==> src/rtl/regfile_mp.sv <==
// -----------------------------------------------------------------------------
// regfile_mp -- parametrised multi-read-port register file with scoreboard.
//
// Purpose:
//   ID-stage register file. NUM_RD combinational read ports, one write port,
//   optional hardwired zero register, and a per-entry pending bit used by the
//   hazard unit. A sequential clear engine zeroes one entry per cycle after
//   reset or on request; ready_o stays low until the sweep is complete.
//
// Optional feature (macro REGFILE_BYPASS_EN):
//   defined     : a read of the address being written this cycle returns
//                 wr_data_i, and its pending bit shows the post-write value.
//   not defined : reads always return the stored value and stored pending bit.
//
// Ports:
//   clk_i        clock, all state updates on the rising edge
//   rst_i        synchronous active-high reset
//   clr_req_i    request an array clear (accepted only when ready)
//   rd_addr_i    packed read addresses, port k at [k*ADDR_W +: ADDR_W]
//   rd_data_o    packed read data, same packing
//   rd_pend_o    pending bit of each read port's addressed entry
//   wr_en_i      write enable
//   wr_addr_i    write address
//   wr_data_i    write data
//   pend_set_i   mark entry pend_addr_i pending
//   pend_addr_i  scoreboard set address
//   ready_o      array valid; writes and pend_set accepted only when 1
// -----------------------------------------------------------------------------
module regfile_mp #(
    parameter int DATA_W   = 32,
    parameter int ADDR_W   = 5,
    parameter int NUM_RD   = 2,
    parameter int ZERO_REG = 1
) (
    input  logic                       clk_i,
    input  logic                       rst_i,
    input  logic                       clr_req_i,
    input  logic [NUM_RD*ADDR_W-1:0]   rd_addr_i,
    output logic [NUM_RD*DATA_W-1:0]   rd_data_o,
    output logic [NUM_RD-1:0]          rd_pend_o,
    input  logic                       wr_en_i,
    input  logic [ADDR_W-1:0]          wr_addr_i,
    input  logic [DATA_W-1:0]          wr_data_i,
    input  logic                       pend_set_i,
    input  logic [ADDR_W-1:0]          pend_addr_i,
    output logic                       ready_o
);

    localparam int DEPTH = 32'd1 << ADDR_W;

    typedef enum logic [0:0] {
        ST_CLEAR = 1'b0,
        ST_READY = 1'b1
    } state_e;

    state_e              state_r;
    state_e              state_nxt_s;
    logic [ADDR_W-1:0]   clr_cnt_r;
    logic [ADDR_W-1:0]   clr_cnt_nxt_s;
    logic                ready_r;
    logic [DATA_W-1:0]   mem_r [DEPTH];
    logic [DEPTH-1:0]    pend_r;
    logic                accept_s;
    logic                wr_fire_s;
    logic                pend_fire_s;
    logic [ADDR_W-1:0]   rd_addr_s [NUM_RD];

    assign ready_o = ready_r;

    // Clear-engine next state: sweep entries in CLEAR, leave READY on request.
    always_comb begin
        state_nxt_s   = state_r;
        clr_cnt_nxt_s = clr_cnt_r;
        case (state_r)
            ST_CLEAR: begin
                clr_cnt_nxt_s = clr_cnt_r + ADDR_W'(1'b1);
                if (clr_cnt_r == {ADDR_W{1'b1}}) begin
                    state_nxt_s = ST_READY;
                end else begin
                    state_nxt_s = ST_CLEAR;
                end
            end
            ST_READY: begin
                if (clr_req_i) begin
                    state_nxt_s   = ST_CLEAR;
                    clr_cnt_nxt_s = {ADDR_W{1'b0}};
                end else begin
                    state_nxt_s   = ST_READY;
                    clr_cnt_nxt_s = clr_cnt_r;
                end
            end
            default: begin
                state_nxt_s   = ST_CLEAR;
                clr_cnt_nxt_s = {ADDR_W{1'b0}};
            end
        endcase
    end

    // State, clear counter and ready flag registers; reset restarts the sweep.
    always_ff @(posedge clk_i) begin
        if (rst_i) begin
            state_r   <= ST_CLEAR;
            clr_cnt_r <= {ADDR_W{1'b0}};
            ready_r   <= 1'b0;
        end else begin
            state_r   <= state_nxt_s;
            clr_cnt_r <= clr_cnt_nxt_s;
            ready_r   <= (state_nxt_s == ST_READY);
        end
    end

    // Qualify write and pend_set: only in READY, dropped on a clear request,
    // and never aimed at a hardwired zero register.
    always_comb begin
        accept_s    = (state_r == ST_READY) && !clr_req_i;
        wr_fire_s   = accept_s && wr_en_i &&
                      !((ZERO_REG != 0) && (wr_addr_i == {ADDR_W{1'b0}}));
        pend_fire_s = accept_s && pend_set_i &&
                      !((ZERO_REG != 0) && (pend_addr_i == {ADDR_W{1'b0}}));
    end

    // Storage array: clear engine sweeps in CLEAR, normal writes in READY.
    always_ff @(posedge clk_i) begin
        if (!rst_i) begin
            if (state_r == ST_CLEAR) begin
                mem_r[clr_cnt_r] <= {DATA_W{1'b0}};
            end else if (wr_fire_s) begin
                mem_r[wr_addr_i] <= wr_data_i;
            end
        end
    end

    // Scoreboard bits: set wins over a same-entry write (newer producer).
    always_ff @(posedge clk_i) begin
        if (rst_i) begin
            pend_r <= {DEPTH{1'b0}};
        end else if (state_nxt_s == ST_CLEAR) begin
            pend_r <= {DEPTH{1'b0}};
        end else begin
            for (int i = 0; i < DEPTH; i++) begin
                if (pend_fire_s && (pend_addr_i == ADDR_W'(i))) begin
                    pend_r[i] <= 1'b1;
                end else if (wr_fire_s && (wr_addr_i == ADDR_W'(i))) begin
                    pend_r[i] <= 1'b0;
                end
            end
        end
    end

    // Unpack the per-port read addresses.
    always_comb begin
        for (int k = 0; k < NUM_RD; k++) begin
            rd_addr_s[k] = rd_addr_i[k*ADDR_W +: ADDR_W];
        end
    end

    // Combinational read ports; everything reads as zero while clearing.
    always_comb begin
        rd_data_o = {(NUM_RD*DATA_W){1'b0}};
        rd_pend_o = {NUM_RD{1'b0}};
        for (int k = 0; k < NUM_RD; k++) begin
            if (state_r != ST_READY) begin
                rd_data_o[k*DATA_W +: DATA_W] = {DATA_W{1'b0}};
                rd_pend_o[k]                  = 1'b0;
`ifdef REGFILE_BYPASS_EN
            end else if (wr_fire_s && (rd_addr_s[k] == wr_addr_i)) begin
                // Forward the in-flight write and its post-write pending bit.
                rd_data_o[k*DATA_W +: DATA_W] = wr_data_i;
                rd_pend_o[k]                  = pend_fire_s &&
                                                (pend_addr_i == rd_addr_s[k]);
`endif
            end else if ((ZERO_REG != 0) && (rd_addr_s[k] == {ADDR_W{1'b0}})) begin
                rd_data_o[k*DATA_W +: DATA_W] = {DATA_W{1'b0}};
                rd_pend_o[k]                  = 1'b0;
            end else begin
                rd_data_o[k*DATA_W +: DATA_W] = mem_r[rd_addr_s[k]];
                rd_pend_o[k]                  = pend_r[rd_addr_s[k]];
            end
        end
    end

endmodule
==> config.mk <==
export PLATFORM = sky130hd
export DESIGN_NAME = regfile_mp
export DESIGN_NICKNAME = d
export VERILOG_FILES = /design/src/rtl/regfile_mp.sv
export SDC_FILE = /design/constraint.sdc
export NUM_CORES = 1
export LEC_CHECK = 0
export ABC_CLOCK_PERIOD_IN_PS = 9300
export BUFFER_PORTS_ARGS = -buffer_cell sky130_fd_sc_hd__buf_2
export CAP_MARGIN = 10
export CORE_ASPECT_RATIO = 0.8
export CORE_MARGIN = 2
export CORE_UTILIZATION = 25
export CTS_BUF_LIST = sky130_fd_sc_hd__clkbuf_2 sky130_fd_sc_hd__clkbuf_4 sky130_fd_sc_hd__clkbuf_8
export DETAILED_ROUTE_END_ITERATION = 10
export GPL_TIMING_DRIVEN = 0
export SYNTH_ARGS = -nofsm -noshare
export SYNTH_HDL_FRONTEND = slang
export SYNTH_SLANG_ARGS = --single-unit
==> constraint.sdc <==
create_clock -name clk_i -period 9.3 [get_ports clk_i]
set_input_delay 1.86 -clock clk_i [delete_from_list [all_inputs] [get_ports clk_i]]
set_output_delay 1.86 -clock clk_i [all_outputs]
set_load 0.05 [all_outputs]
==> results.tsv <==
metric	value	unit
status	finished, final reports clean	
final worst path period share	74.88	%
I/O Pins	124	
Top FF cell, synth	edfxtp_1	
M1 GR Usage	23.38	%
via-per-instance ratio	5.477	
Initial Util	25.24	%
unrepaired setup endpoints after global routing	no	
kind of critical path	input pin to output pin	
routed len/inst	30.60	um
clock sinks	1061	
H-tree levels	4	
Post-synth EDFFs	1023	
CTS max path bufs	3	
setup_tns	0	ns
synth top area cells	edfxtp_1, mux4_2, mux2i_1, a22oi_1, dfxtp_1	
Tmin final	6.964	ns
share of cells above drive strength 1	30.10	%
Synth Area in Compound Gates	6.473	%
All-Layer GR Usage	18.06	%
asr flop ratio synth	0	%
DP Area	55010	um2
core area	195900	um2
drt drc	0	
Pleak	17.60	nW
count leader, synth	edfxtp_1	
first-pass GRT wire length	255500	um
Post-Synth Adder-Cell Area	0.05061	%
synthesized net count	3022	
power density cells	168.0	nW/um2
antenna violations before repair	25	
Num CTS Buffers	176	
data arrival time of the worst path	5.10	ns
slew at the pin closest to its max-slew limit	1.334	ns
Yosys top cell area share	62.13	%
First DRT Iteration DRCs	5242	
Critical Path Sink Type	output pin	
CTS root buf	clkbuf_8	
Startpoint Class	input pin	
Simple-Gate Fraction of Synth Area	4.987	%
FMAX	143.6	MHz
number of global-route vias before repair	32440	
Slew Viols, Final	0	
Mapped Area	49450	um2
Synth Instances	2963	
Layout fillers	19270	
Max Fanout on Critical Path	10	
met2 Use GR	27.01	%
clock skew	0.03786	ns
register area share after synthesis	63.67	%
Synth Register Bits	1061	
fin nets	3471	
Finished Cell Area	58790	um2
ANT nets after route	0	
Chip Height	401.8	um
Max IR drop VDD	0.09771	mV
Clock Latency Late Sink	0.87	ns
Worst slew margin	11.07	%
max-cap violations	0	
WP data required	7.44	ns
Post-Synth XOR/XNOR Area	0	%
mux cell area share after synthesis	22.50	%
Area growth syn-to-layout	18.90	%
Distinct cells, synth	57	
FP Rows	145	
yosys warns	0	
CTS tree	built	
DP HPWL	136500	um
largest net degree at the start of global routing	33	
First-pass DRT Iterations	5	
WL final	187500	um
Hold Vio Cnt, Final	0	
worst hold path depth	2	
# resized after CTS	0	
die area	201400	um2
GR peak layer	met2	
R2R depth	8	
GPL Wtd Cong	0.9680	
combinational family with the most area after synthesis	multiplexers	
synth cell count leaders	edfxtp_1, mux2i_1, mux4_2, a22oi_1, a21oi_1	
clock slew at reported path FFs	0.05	ns
grt total ovfl	0	
leading area contributor after synthesis	edfxtp_1	
Hold/Removal Path Class	flop to flop	
Via Count	33560	
final setup vio count	0	
Avg Cell Area, Syn	16.69	um2
GR Layer Usage met3	5.537	%
# hold bufs at CTS	0	
number of setup buffers added after CTS	0	
Die Width	501.2	um
Buffers on Ports	116	
[report_power, final]
group | internal (mW) | switching [mW] | total [mW]
clock network | 2.17 | 1.94 | 4.11
logic | 0.187 | 0.367 | 0.554
registers | 5.20 | 0.0138 | 5.21
total | 7.56 | 2.32 | 9.88
[placed cells by master (no fill, tap or decap), drive strengths merged, types with 9 or more instances in the layout]
master / n
and3: 34
a22oi: 260
edfxtp: 1023
mux2: 37
a21oi: 132
nand2b: 10
nand3b: 9
diode: 11
mux2i: 404
dfxtp: 38
nand4: 65
buf: 413
a2bb2oi: 33
and2: 35
clkinv: 57
nor2b: 10
clkbuf: 328
nor3: 36
nand3: 101
mux4: 295
inv: 12
nand2: 111
nor2: 17
o21ai: 34
[critical path: stages]
cell and delay [ns]:
buf_2 0.27, buf_2 0.53, clkbuf_1 0.88, mux4_2 0.46, a22oi_1 0.24, nand4_1 0.45
buf_2 0.39
[cell families (layout without fill, tap and decap cells)]
family                   count (synthesis)  in the layout
AND/OR/NAND/NOR                        455            455
AO/OA/AOI/OAI                          474            474
adder cells (fa/ha/maj)                  2              2
buffers and inverters                  235            817
other                                    0             11
multiplexers                           736            736
flip-flops                            1061           1061
[registers in the layout (all words and copies together) (netlist names)]
signal     flops
clr_cnt_r      5
mem_r       1023
ready_o        1
pend_r        32
[final timing paths]
path                                    from             to  slack, ns
worst min-delay path              pend_r[16]     pend_r[16]       0.49
worst min register to register    pend_r[16]     pend_r[16]       0.49
worst max register to register       ready_o   mem_r[7][23]       5.51
worst max-delay path            rd_addr_i[1]  rd_data_o[13]       2.34
[final cells by class]
cell class                      count  area [um2]  share of cell area [%]
Sequential cell                  1061       31480                   53.54
Multi-Input combinational cell   1667       16990                   28.89
Clock buffer                      240        2965                   5.044
Inverter                            5       18.77                 0.03192
Tap cell                         2572        3218                   5.474
Clock inverter                     71       447.9                  0.7619
Antenna cell                       11       27.53                 0.04682
Buffer                            230        1131                   1.924
Timing Repair Buffer              271        2520                   4.286
[routing by layer]
layer / up-vias / part of all wire [%]
li1: 13240 / -
met1: 17310 / 38
met2: 2496 / 44
met3: 506 / 12
met4: 8 / 6.0
met5: - / 0.035
[metrics by stage]
step	utilization (%)	instances	hold slack, ns	power [mW]	setup slack [ns]
final	30.01	6128	0.4926	9.876	2.336
after global routing	30.00	6125	0.5119	10.11	2.495
after CTS	29.82	6103	0.4935	9.879	2.424
after detailed placement	28.07	5792	0.4771	5.847	2.423
after global placement	27.17	5651	0.4771	5.830	-0.9238
after floorplan	-	2963	0.4249	5.614	3.614
No activity file was read; power rests on OpenSTA's default activity.
